### src/rtl/inst_fetch_stage.sv
// RV32I fetch stage: owns the fetch PC and queues ROM words for decode over valid/ready.
// Optional misaligned-redirect trap is enabled with the FETCH_MISALIGN_TRAP_EN macro.
module inst_fetch_stage #(
    parameter logic [31:0] RESET_PC    = 32'h0000_0000,
    parameter int          QUEUE_DEPTH = 2
) (
    input  logic        clk,
    input  logic        rst,
    output logic [31:0] rom_addr,
    input  logic [31:0] rom_inst,
    input  logic        redirect_valid,
    input  logic [31:0] redirect_pc,
    input  logic        id_ready,
    output logic        id_valid,
    output logic [31:0] id_inst,
    output logic [31:0] id_pc,
    output logic [31:0] id_pc_plus4,
    output logic        fetch_misalign
);

    localparam int PW = $clog2(QUEUE_DEPTH);
    localparam int CW = PW + 1;
    localparam logic [CW-1:0] DEPTH_C = CW'(QUEUE_DEPTH);

    logic [31:0]   fetch_pc_q, fetch_pc_d;
    logic [PW-1:0] head_q, head_d;
    logic [PW-1:0] tail_q, tail_d;
    logic [CW-1:0] count_q, count_d;
    logic [31:0]   inst_mem_q [QUEUE_DEPTH];
    logic [31:0]   pc_mem_q   [QUEUE_DEPTH];
    logic [31:0]   redirect_target;
    logic          halted;
    logic          pop;
    logic          push;

`ifdef FETCH_MISALIGN_TRAP_EN
    logic halted_q, halted_d;

    // A misaligned target is kept verbatim so the trap handler sees the faulting address.
    assign redirect_target = redirect_pc;
    assign halted          = halted_q;
    assign fetch_misalign  = halted_q;

    always_comb begin
        halted_d = halted_q;
        if (redirect_valid) begin
            halted_d = |redirect_pc[1:0];
        end
    end

    always_ff @(posedge clk or posedge rst) begin
        if (rst) begin
            halted_q <= 1'b0;
        end else begin
            halted_q <= halted_d;
        end
    end
`else
    assign redirect_target = redirect_pc & 32'hFFFF_FFFC;
    assign halted          = 1'b0;
    assign fetch_misalign  = 1'b0;
`endif

    assign rom_addr = fetch_pc_q;
    assign id_valid = (count_q != '0);
    assign pop      = id_valid & id_ready;
    assign push     = !redirect_valid && ((count_q < DEPTH_C) || pop) && !halted;

    // Head fields are forced to zero while empty so decode never sees stale storage.
    assign id_inst     = id_valid ? inst_mem_q[head_q] : 32'h0;
    assign id_pc       = id_valid ? pc_mem_q[head_q]   : 32'h0;
    assign id_pc_plus4 = id_valid ? (pc_mem_q[head_q] + 32'd4) : 32'h0;

    // NOTE: every _d gets its default first, so no path through this block can infer a latch.
    always_comb begin
        fetch_pc_d = fetch_pc_q;
        head_d     = head_q;
        tail_d     = tail_q;
        count_d    = count_q;
        if (redirect_valid) begin
            fetch_pc_d = redirect_target;
            head_d     = '0;
            tail_d     = '0;
            count_d    = '0;
        end else begin
            if (push) begin
                fetch_pc_d = fetch_pc_q + 32'd4;
                tail_d     = tail_q + PW'(1);
            end
            if (pop) begin
                head_d = head_q + PW'(1);
            end
            count_d = count_q + CW'(push) - CW'(pop);
        end
    end

    // NOTE: state flops use non-blocking assignments so every flop samples pre-edge values.
    always_ff @(posedge clk or posedge rst) begin
        if (rst) begin
            fetch_pc_q <= RESET_PC;
            head_q     <= '0;
            tail_q     <= '0;
            count_q    <= '0;
        end else begin
            fetch_pc_q <= fetch_pc_d;
            head_q     <= head_d;
            tail_q     <= tail_d;
            count_q    <= count_d;
        end
    end

    // NOTE: queue storage has no reset; occupancy is tracked by count_q and outputs are masked.
    always_ff @(posedge clk) begin
        if (push) begin
            inst_mem_q[tail_q] <= rom_inst;
            pc_mem_q[tail_q]   <= fetch_pc_q;
        end
    end

endmodule

### config.mk
export PLATFORM = sky130hd
export DESIGN_NAME = inst_fetch_stage
export DESIGN_NICKNAME = d
export VERILOG_FILES = /design/src/rtl/inst_fetch_stage.sv
export SDC_FILE = /design/constraint.sdc
export NUM_CORES = 1
export LEC_CHECK = 0
export CELL_PAD_IN_SITES_DETAIL_PLACEMENT = 1
export CELL_PAD_IN_SITES_GLOBAL_PLACEMENT = 1
export CORE_UTILIZATION = 40
export CTS_BUF_LIST = sky130_fd_sc_hd__clkbuf_8
export DETAILED_ROUTE_END_ITERATION = 7
export GPL_TIMING_DRIVEN = 1
export MAX_ROUTING_LAYER = met4
export PLACE_DENSITY = 0.92
export RECOVER_POWER = 25
export SYNTH_ARGS = -nofsm -noshare
export SYNTH_HDL_FRONTEND = slang
export SYNTH_SLANG_ARGS = --single-unit
### constraint.sdc
create_clock -name clk -period 4.2 [get_ports clk]
set_input_delay 0.84 -clock clk [delete_from_list [all_inputs] [get_ports clk]]
set_output_delay 0.84 -clock clk [all_outputs]
set_load 0.01 [all_outputs]
==> flow_results.org, run 1 <==
** Outcome
- The flow ran to the end, and the final reports show no timing, DRC or antenna violations.

** Global route
- Global routing used 42.9% of the available met2 tracks.
- For this run, global-route usage on met1 was measured as 31.1%.
- Overflow left after global routing :: 0
- Antenna violations before repair :: 3
- Global-route wire length before repair :: 37300 microns
- Via count of the first global-routing pass :: 6347
- In the global route stage, met3 resource usage came out at 4.11%.
- met2 is the most crowded layer.
- Total Routing Usage GR :: 25.7%
- Entering global routing, the biggest net connects 81 pins.

** Power and ir drop
- Maximum resistive drop on vdd :: 0.000289 V
- Dividing total power by cell area gives a power density of 565 nW/um^2.
- In this run the static leakage power is 3.60 nW.

** Cells and area
- Most frequent standard cell in the layout excluding fill and tap cells :: sky130_fd_sc_hd__clkdlybuf4s50_1
- In the layout the commonest cells are 161 x sky130_fd_sc_hd__clkdlybuf4s50_1, 124 x sky130_fd_sc_hd__edfxtp_1, 85 x sky130_fd_sc_hd__nor2_1, 67 x sky130_fd_sc_hd__nand2_1, 54 x sky130_fd_sc_hd__mux2i_1.
- The layout has 1959 filler cells.
- Relative to the synthesized area, the layout overhead comes to 34.6%.
- Area of combinational cells with multiple inputs :: 2940 sq um
- For this run, the post-layout net count is 916.
- Fraction of layout cells with a size suffix above 1 :: 8.87%
- Sequential cell area :: 4580 sq um
- Finished layout cell area :: 10400 sq um

** Run
- Maximum Capacitance Violations :: 0

** Synth
- The synthesized netlist devotes 0.649% of its cell area to adder and majority cells.
- Counting flops with an async set or reset pin after synthesis yields a share of 21.5%.
- The share of the Yosys chip area taken by registers is 59.3%.
- Post-synth cell types :: 48
- The synthesized design contains 124 enable-type register cells.
- Number of instances in the synthesized netlist :: 653
- After synthesis the netlist holds a flip-flop and latch count of 158.
- For this run, the number of Yosys warnings is 0.
- Area fraction in and, or, nand and nor cells after synthesis :: 17.6%
- In this run the cell area of the synthesized design comes to 7720 sq um.
- After synthesis, the share of cell area in mux cells is 7.88%.
- The average instance in the mapped netlist occupies 11.8 sq um.
- The synthesized netlist devotes 5.38% of its cell area to compound gates.
- Combinational family with the most area after synthesis :: simple AND/OR/NAND/NOR gates
- Xor/xnor cell area share of the yosys netlist :: 5.79%
- Ys flop type :: sky130_fd_sc_hd__edfxtp_1

** Timing
- Share of the clock period used by the worst path :: 97.0%
- Transition time of the tightest slew-check pin :: 949 ps
- Final slew viol count :: 0
- Highest clock frequency the design can meet :: 0.245 GHz
- Final setup violation count :: 0
- The final count of hold timing violations was 0.
- The routed design could run at a clock period as short as 4070 ps.
- The tightest hold path in the finished design has a slack of 578 ps.
- Worst max-slew margin expressed relative to the limit :: 36.7%
- Worst Clk Skew :: 13.7 ps

** Clocking
- After clock tree synthesis, the flow added hold-fix buffers numbering 0.
- Buffer depth of the longest clock path :: 2
- The later pin in the worst-skew pair is clocked with a latency of 470 ps.
- Number of buffers created by CTS :: 17
- After clock tree synthesis, the clock-pin slew on the worst setup and hold paths is 90 ps.
- TritonCTS built the clock tree.
- H-tree Lvls :: 4
- CTS saw 158 sinks.
- In this run the clock root is driven by a sky130_fd_sc_hd__clkbuf_8.

** Floorplan
- The die covers 19900 sq um.
- In this run the core area contains 50 standard-cell rows.
- Measured along the y axis, the die boundary spans 141 microns.
- Number of I/O pins :: 198
- Placeable core area :: 18800 sq um
- For this configuration, the core starts out at a cell density of 41.0%.
- The die is 141 microns wide.

** Route
- In the final routed layout, each cell accounts on average for 21.8 microns.
- Remaining routing DRC violations :: 0
- Detailed Routing Iterations Pass 1 :: 5
- Number of antenna-violating nets in the routed design :: 0
- Wires add up to 24400 microns.
- In the routed layout, each cell is associated on average with a via count of 5.38.
- The detailed router finished its first iteration with 585 violations.
- The final route contains 6026 vias.

** Placed design
- Standard cell area after detailed placement :: 9890 sq um
- Final RePlAce weighted congestion :: 0.809
- Port Buffers :: 188
- The HPWL after detailed placement is 16600 microns.

** Setup path
- The critical path is of the flop to output pin type.
- Element type at the critical path end :: output pin
- Crit path max fanout :: 13
- CP Launch Type :: flop
- Critical Path AT :: 3230 ps
- STA puts the critical path data required time at 3360 ps.

** Min path
- The tightest min-delay check is of the flop to flop type.
[critical path: stages, from the launching register on]
cell and delay, ps:
sky130_fd_sc_hd__dfrtp_4 540, sky130_fd_sc_hd__buf_4 240, sky130_fd_sc_hd__nand3_1 140, sky130_fd_sc_hd__a222oi_1 410
sky130_fd_sc_hd__buf_4 190, sky130_fd_sc_hd__buf_4 170, sky130_fd_sc_hd__nand3_2 130, sky130_fd_sc_hd__o31ai_1 300
sky130_fd_sc_hd__o41ai_2 140, sky130_fd_sc_hd__clkdlybuf4s50_1 500
[path summary, 6_finish.rpt]
path,cells after the start,end,startpoint,slack [ps]
setup / recovery,9,id_pc_plus4[28],head_q,130
hold / removal,0,pc_mem_q[1][21],rom_addr[21],580
setup reg to reg,5,rom_addr[29],rom_addr[12],1750
hold reg to reg,0,pc_mem_q[1][21],rom_addr[21],580
max in group asynchronous,3,rom_addr[31],rst,2610
min in group asynchronous,2,rom_addr[28],rst,840
[synthesized netlist by cell type, types with 2 or more instances]
cell type	count	area, sq um
sky130_fd_sc_hd__edfxtp_1	124	3720
sky130_fd_sc_hd__mux2i_1	54	541
sky130_fd_sc_hd__mux2_2	4	45.0
sky130_fd_sc_hd__inv_1	11	41.3
sky130_fd_sc_hd__o21ai_0	13	65.1
sky130_fd_sc_hd__ha_1	4	50.1
sky130_fd_sc_hd__a22oi_2	2	25.0
sky130_fd_sc_hd__buf_1	7	26.3
sky130_fd_sc_hd__xnor2_1	44	385
sky130_fd_sc_hd__nand3_1	23	115
sky130_fd_sc_hd__dfrtp_1	34	851
sky130_fd_sc_hd__and3_1	4	25.0
sky130_fd_sc_hd__buf_2	16	80.1
sky130_fd_sc_hd__nand3b_1	10	75.1
sky130_fd_sc_hd__nand2b_1	6	37.5
sky130_fd_sc_hd__nor2_1	88	330
sky130_fd_sc_hd__nor4_4	5	106
sky130_fd_sc_hd__o41ai_1	2	17.5
sky130_fd_sc_hd__and4_1	4	35.0
sky130_fd_sc_hd__nand2_1	67	251
sky130_fd_sc_hd__a21oi_1	6	30.0
sky130_fd_sc_hd__nor3_1	8	40.0
sky130_fd_sc_hd__a32o_1	4	40.0
sky130_fd_sc_hd__nor4b_2	2	30.0
sky130_fd_sc_hd__nor2b_1	5	31.3
sky130_fd_sc_hd__and2_1	7	43.8
sky130_fd_sc_hd__o22ai_1	2	12.5
sky130_fd_sc_hd__nor4_1	7	43.8
sky130_fd_sc_hd__nor4_2	3	37.5
sky130_fd_sc_hd__xor2_1	7	61.3
sky130_fd_sc_hd__o21ai_1	22	110
sky130_fd_sc_hd__o31ai_1	6	45.0
sky130_fd_sc_hd__buf_4	7	52.6
sky130_fd_sc_hd__nand4_1	14	87.6
sky130_fd_sc_hd__a22oi_1	5	37.5
sky130_fd_sc_hd__mux2_1	2	22.5
sky130_fd_sc_hd__buf_6	2	22.5
sky130_fd_sc_hd__nand4b_1	4	35.0
sky130_fd_sc_hd__clkbuf_1	9	33.8
[sequential cells by signal, summed over array words and instances, names as in the netlist]
name        flops
head_q          1
rom_addr       30
pc_mem_q       60
count_q         2
tail_q          1
inst_mem_q     64
[metal layers]
layer  part of all wire [%]  routed length (microns)
met1                     40                     9760
met2                     51                    12500
met3                    5.6                     1370
met4                    3.2                      786
met5                      0                        0
[where the power goes]
group | leakage [nW] | internal, mW | switching (mW)
Clock | 0.217 | 0.717 | 0.615
Combinational | 1.80 | 1.16 | 1.25
Sequential | 1.58 | 1.94 | 0.198
Total | 3.60 | 3.81 | 2.06
[per-stage QoR]
step	utilization, %	setup TNS (ps)	setup WS, ps	cells	power, mW
detailed placement	52.5	0	485	1084	4.54
CTS	55.1	0	15.6	1117	5.90
global placement	52.5	0	542	1084	4.44
global route	55.2	-29.8	-29.8	1120	6.13
floorplan	-	-10700	-86.3	659	3.32
finish	55.2	0	126	1120	5.87
[kinds of logic after synthesis]
logic type | after synthesis
xor gates and xnor gates | 51
and+or+nand+nor | 261
adders and majority gates | 4
DFF | 158
other | 1
buffers and inverters | 52
muxes | 60
AOI/OAI and AO/OA | 66
[timing repair]
action | 4_1_cts | 5_1_grt
setup buffers | 1 | 0
resized for setup | 1 | 2
pin swaps | 0 | 1
setup endpoints to repair | 1 | 3
[cell type report]
type | instances | area share, %
diodes | 3 | 0.0723
clock buffers | 17 | 2.25
clock inverters | 15 | 2.25
inverters | 11 | 0.398
multi-input cells | 449 | 28.3
flip-flops and latches | 158 | 44.1
well taps | 260 | 3.13
repair buffers | 207 | 19.5
Power figures use the tool's default switching activity.
==> inputs of run 2 (changes only) <==
- clock period: 4.2 -> 4.5 ns (I/O delays scaled with it)
==> run 2 against run 1 <==
Compared with the run above: via count fell by 2.0%; critical path depth decreased by 1; register-to-register slack better by 330 ps; final cell count is 0.89% lower; clock skew up 2.4 ps; worst setup slack improved by 110 ps; clock power is 32% lower; core utilization fell by 0.82 points; combinational power shrank 8%; worst hold slack better by 2.3 ps; largest power group unchanged.
==> flow_results.org, run 2 (synthesized netlist as in run 1, its figures left out) <==
** Global route
- The via count of the first global-routing pass was 6128.
- Antenna violations before repair :: 0
- Entering global routing, the biggest net connects 81 pins.
- Total Routing Usage GR :: 24.1%
- Overflow left after global routing :: 0
- Global-route wire length before repair :: 35000 microns

** Setup path
- Startpoint of the worst register-to-register path :: count_q[1]
- Together, buffers and inverters on the worst path number 1.
- The worst setup path is launched from a flop.
- Of all nets on the critical path, the largest fanout is 17.
- Element type at the critical path end :: output pin
- Data required time of the critical path :: 3600 ps
- The critical path goes through mux2_2, ha_2, nand4b_1, a22oi_2, nand2_2, nor4_4, mux2_2, clkdlybuf4s50_1.
- On the worst path, the slowest cell contributes a delay of 590 ps.
- STA puts the critical path data arrival time at 3360 ps.
- Among the stages of the critical path, the cell type that occurs most often is sky130_fd_sc_hd__mux2_2.
- Critical path startpoint :: head_q
- Critical Path Slowest Stage Cell :: sky130_fd_sc_hd__dfrtp_4
- Critical path class :: flop to output pin
- Cell family with most CP delay :: multiplexers

** Cells and area
- Area grow syn2layout :: 32.6%
- The repair_antennas step left the layout with diodes totalling 0.
- Net total in the final layout :: 909
- Fraction of layout cells with a size suffix above 1 :: 8.00%
- Once layout is complete, the utilization of the core stands at 54.3%.
- The layout has 1976 filler cells.
- Register bank with the most flops :: inst_mem_q
- The register with the most flip-flops in the layout has 64 of them.
- Most frequent standard cell in the layout excluding fill and tap cells :: sky130_fd_sc_hd__clkdlybuf4s50_1
- The finished layout holds 1110 standard cells, fillers aside.
- The top cell types in the final layout, fill and taps aside, are 161 x sky130_fd_sc_hd__clkdlybuf4s50_1, 124 x sky130_fd_sc_hd__edfxtp_1, 85 x sky130_fd_sc_hd__nor2_1, 66 x sky130_fd_sc_hd__nand2_1, 54 x sky130_fd_sc_hd__mux2i_1.

** Timing
- Number of hold violations in the final report :: 0
- Share of the clock period used by the worst path :: 94.7%
- The final-report max-slew violation count is 0.
- Highest clock frequency the design can meet :: 0.235 GHz
- Worst max-slew margin expressed relative to the limit :: 36.1%
- Setup repair after global routing missed its margin :: no
- Min Tclk post-route :: 4260 ps
- Clock skew on the completed layout was measured at 16.1 ps.
- Transition time of the tightest slew-check pin :: 959 ps
- Total negative slack for setup checks :: 0 ps
- Across all setup checks in the final design, the least slack found is 239 ps.
- Final setup violation count :: 0

** Placed design
- Final RePlAce weighted congestion :: 0.831
- Detailed placement finished with a half-perimeter wire length of 16000 microns.
- During placement, the flow inserted port buffers numbering 188.
- Pre-CTS setup slack :: 558 ps
- Placed Cells incl. Taps :: 1078

** Route
- For this block, the via count after detailed routing is 5907.
- After the first detailed-routing iteration, the DRC count stood at 409.
- The pre-antenna-repair detailed-routing pass consisted of 5 iterations.
- Using the TritonRoute via totals, the vias-per-cell ratio works out to 5.32.
- In the routed design, unresolved DRC markers number 0.
- Number of antenna-violating nets in the routed design :: 0
- The routed design has 22500 microns of wire.
- After detailed routing, the average wire length per cell comes to 20.3 microns.

** Power and ir drop
- PD cells :: 500 nW/um^2
- The worst-case IR drop observed on VDD is 0.000245 V.
- P_leak :: 3.52 nW

** Min path
- In this run the most critical hold path is launched from rom_addr[30].
- The worst hold path belongs to the class flop to flop.

** Clocking
- After clock tree synthesis, the setup repair step added 0 buffers.
- At the later pin of the worst-skew pair, clock insertion delay measures 460 ps.
- Buffers inserted during clock tree synthesis total 17.
- TritonCTS built the clock tree.
- Buffer depth of the longest clock path :: 2
- Clock-pin slew was measured on the worst setup and hold paths at 80 ps.
- Clock tree synthesis selected as its root buffer the cell sky130_fd_sc_hd__clkbuf_8.
- # clock sinks :: 158
- H-tree Lvls :: 4

** Floorplan
- Die area :: 19900 sq um
- DIE HEIGHT :: 141 microns
- Effective utilization at floorplan :: 41.0%
- Number of I/O pins :: 198
- Placeable core area :: 18800 sq um
- The floorplan has 50 rows.
- The floorplan step set the die width to 141 microns.

** Run
- Max-cap violations in this run came to 0.

** Outcome
- The run finished with clean final reports.
-- run 2: cell types whose count changed in the layout (fill, tap and decap cells not counted), sizes merged --
cell	before	now
buf	20	13
bufinv	5	0
clkinv	1	11
clkinvlp	5	4
diode	3	0
inv	15	11
-- run 2: worst register-to-register path, cell delays in order, from the launching register on --
cell	delay (ps)
sky130_fd_sc_hd__dfrtp_1	450
sky130_fd_sc_hd__nand2b_1	350
sky130_fd_sc_hd__nand3_1	640
sky130_fd_sc_hd__nor4_1	580
sky130_fd_sc_hd__xnor2_1	190
sky130_fd_sc_hd__o21ai_1	80
-- run 2: worst paths after layout --
kind | endpoint | slack (ps) | cells past startpoint
max | id_pc_plus4[30] | 240 | 8
min | pc_mem_q[1][30] | 580 | 0
max reg2reg | rom_addr[14] | 2080 | 5
min reg2reg | pc_mem_q[1][30] | 580 | 0
max in group asynchronous | rom_addr[18] | 2840 | 3
min in group asynchronous | rom_addr[28] | 920 | 2
-- run 2: layout make-up --
cell class / instances / area [sq um] / share of cell area (%)
Clock buffer: 17 / 234 / 2.29
Clock inverter: 15 / 101 / 0.991
Inverter: 11 / 41.3 / 0.404
Multi-Input combinational cell: 449 / 2950 / 28.8
Sequential cell: 158 / 4580 / 44.7
Tap cell: 260 / 325 / 3.18
Timing Repair Buffer: 200 / 2000 / 19.5
-- run 2: repair_timing --
action | in CTS | in global routing
resized for setup | 0 | 6
hold buffers | 0 | 0
endpoints found under the setup margin | 0 | 3
endpoints found under the hold margin | 0 | 0
-- run 2: per-stage QoR --
| step | hold WS, ps | power (mW) | instance area (sq um) |
|---|---|---|---|
| final | 580 | 5.11 | 10200 |
| after floorplan | 532 | 3.09 | 7740 |
| after CTS | 579 | 5.15 | 10200 |
| after detailed placement | 562 | 4.23 | 9870 |
| after global routing | 611 | 5.37 | 10200 |
| after global placement | 526 | 4.13 | 9870 |
-- run 2: per-layer routing --
| metal | global-route usage [%] | routed length, microns | vias up |
|---|---|---|---|
| met2 | 39.3 | 11500 | 204 |
| met4 | 10.5 | 633 | 0 |
| met3 | 4.25 | 1090 | 45 |
| met1 | 29.6 | 9230 | 2934 |
| met5 | - | 0 | - |
| li1 | - | - | 2724 |
-- run 2: report_power, final --
| group | internal [mW] | switching, mW |
|---|---|---|
| Sequential | 1.81 | 0.182 |
| Clock | 0.375 | 0.527 |
| Combinational | 1.08 | 1.14 |
| Total | 3.26 | 1.85 |
==> inputs of run 3 (changes only) <==
- SLEW_MARGIN: not set -> 20
==> results of run 3 <==
No change in the layout: final DEF, timing and power equal those of run 2.
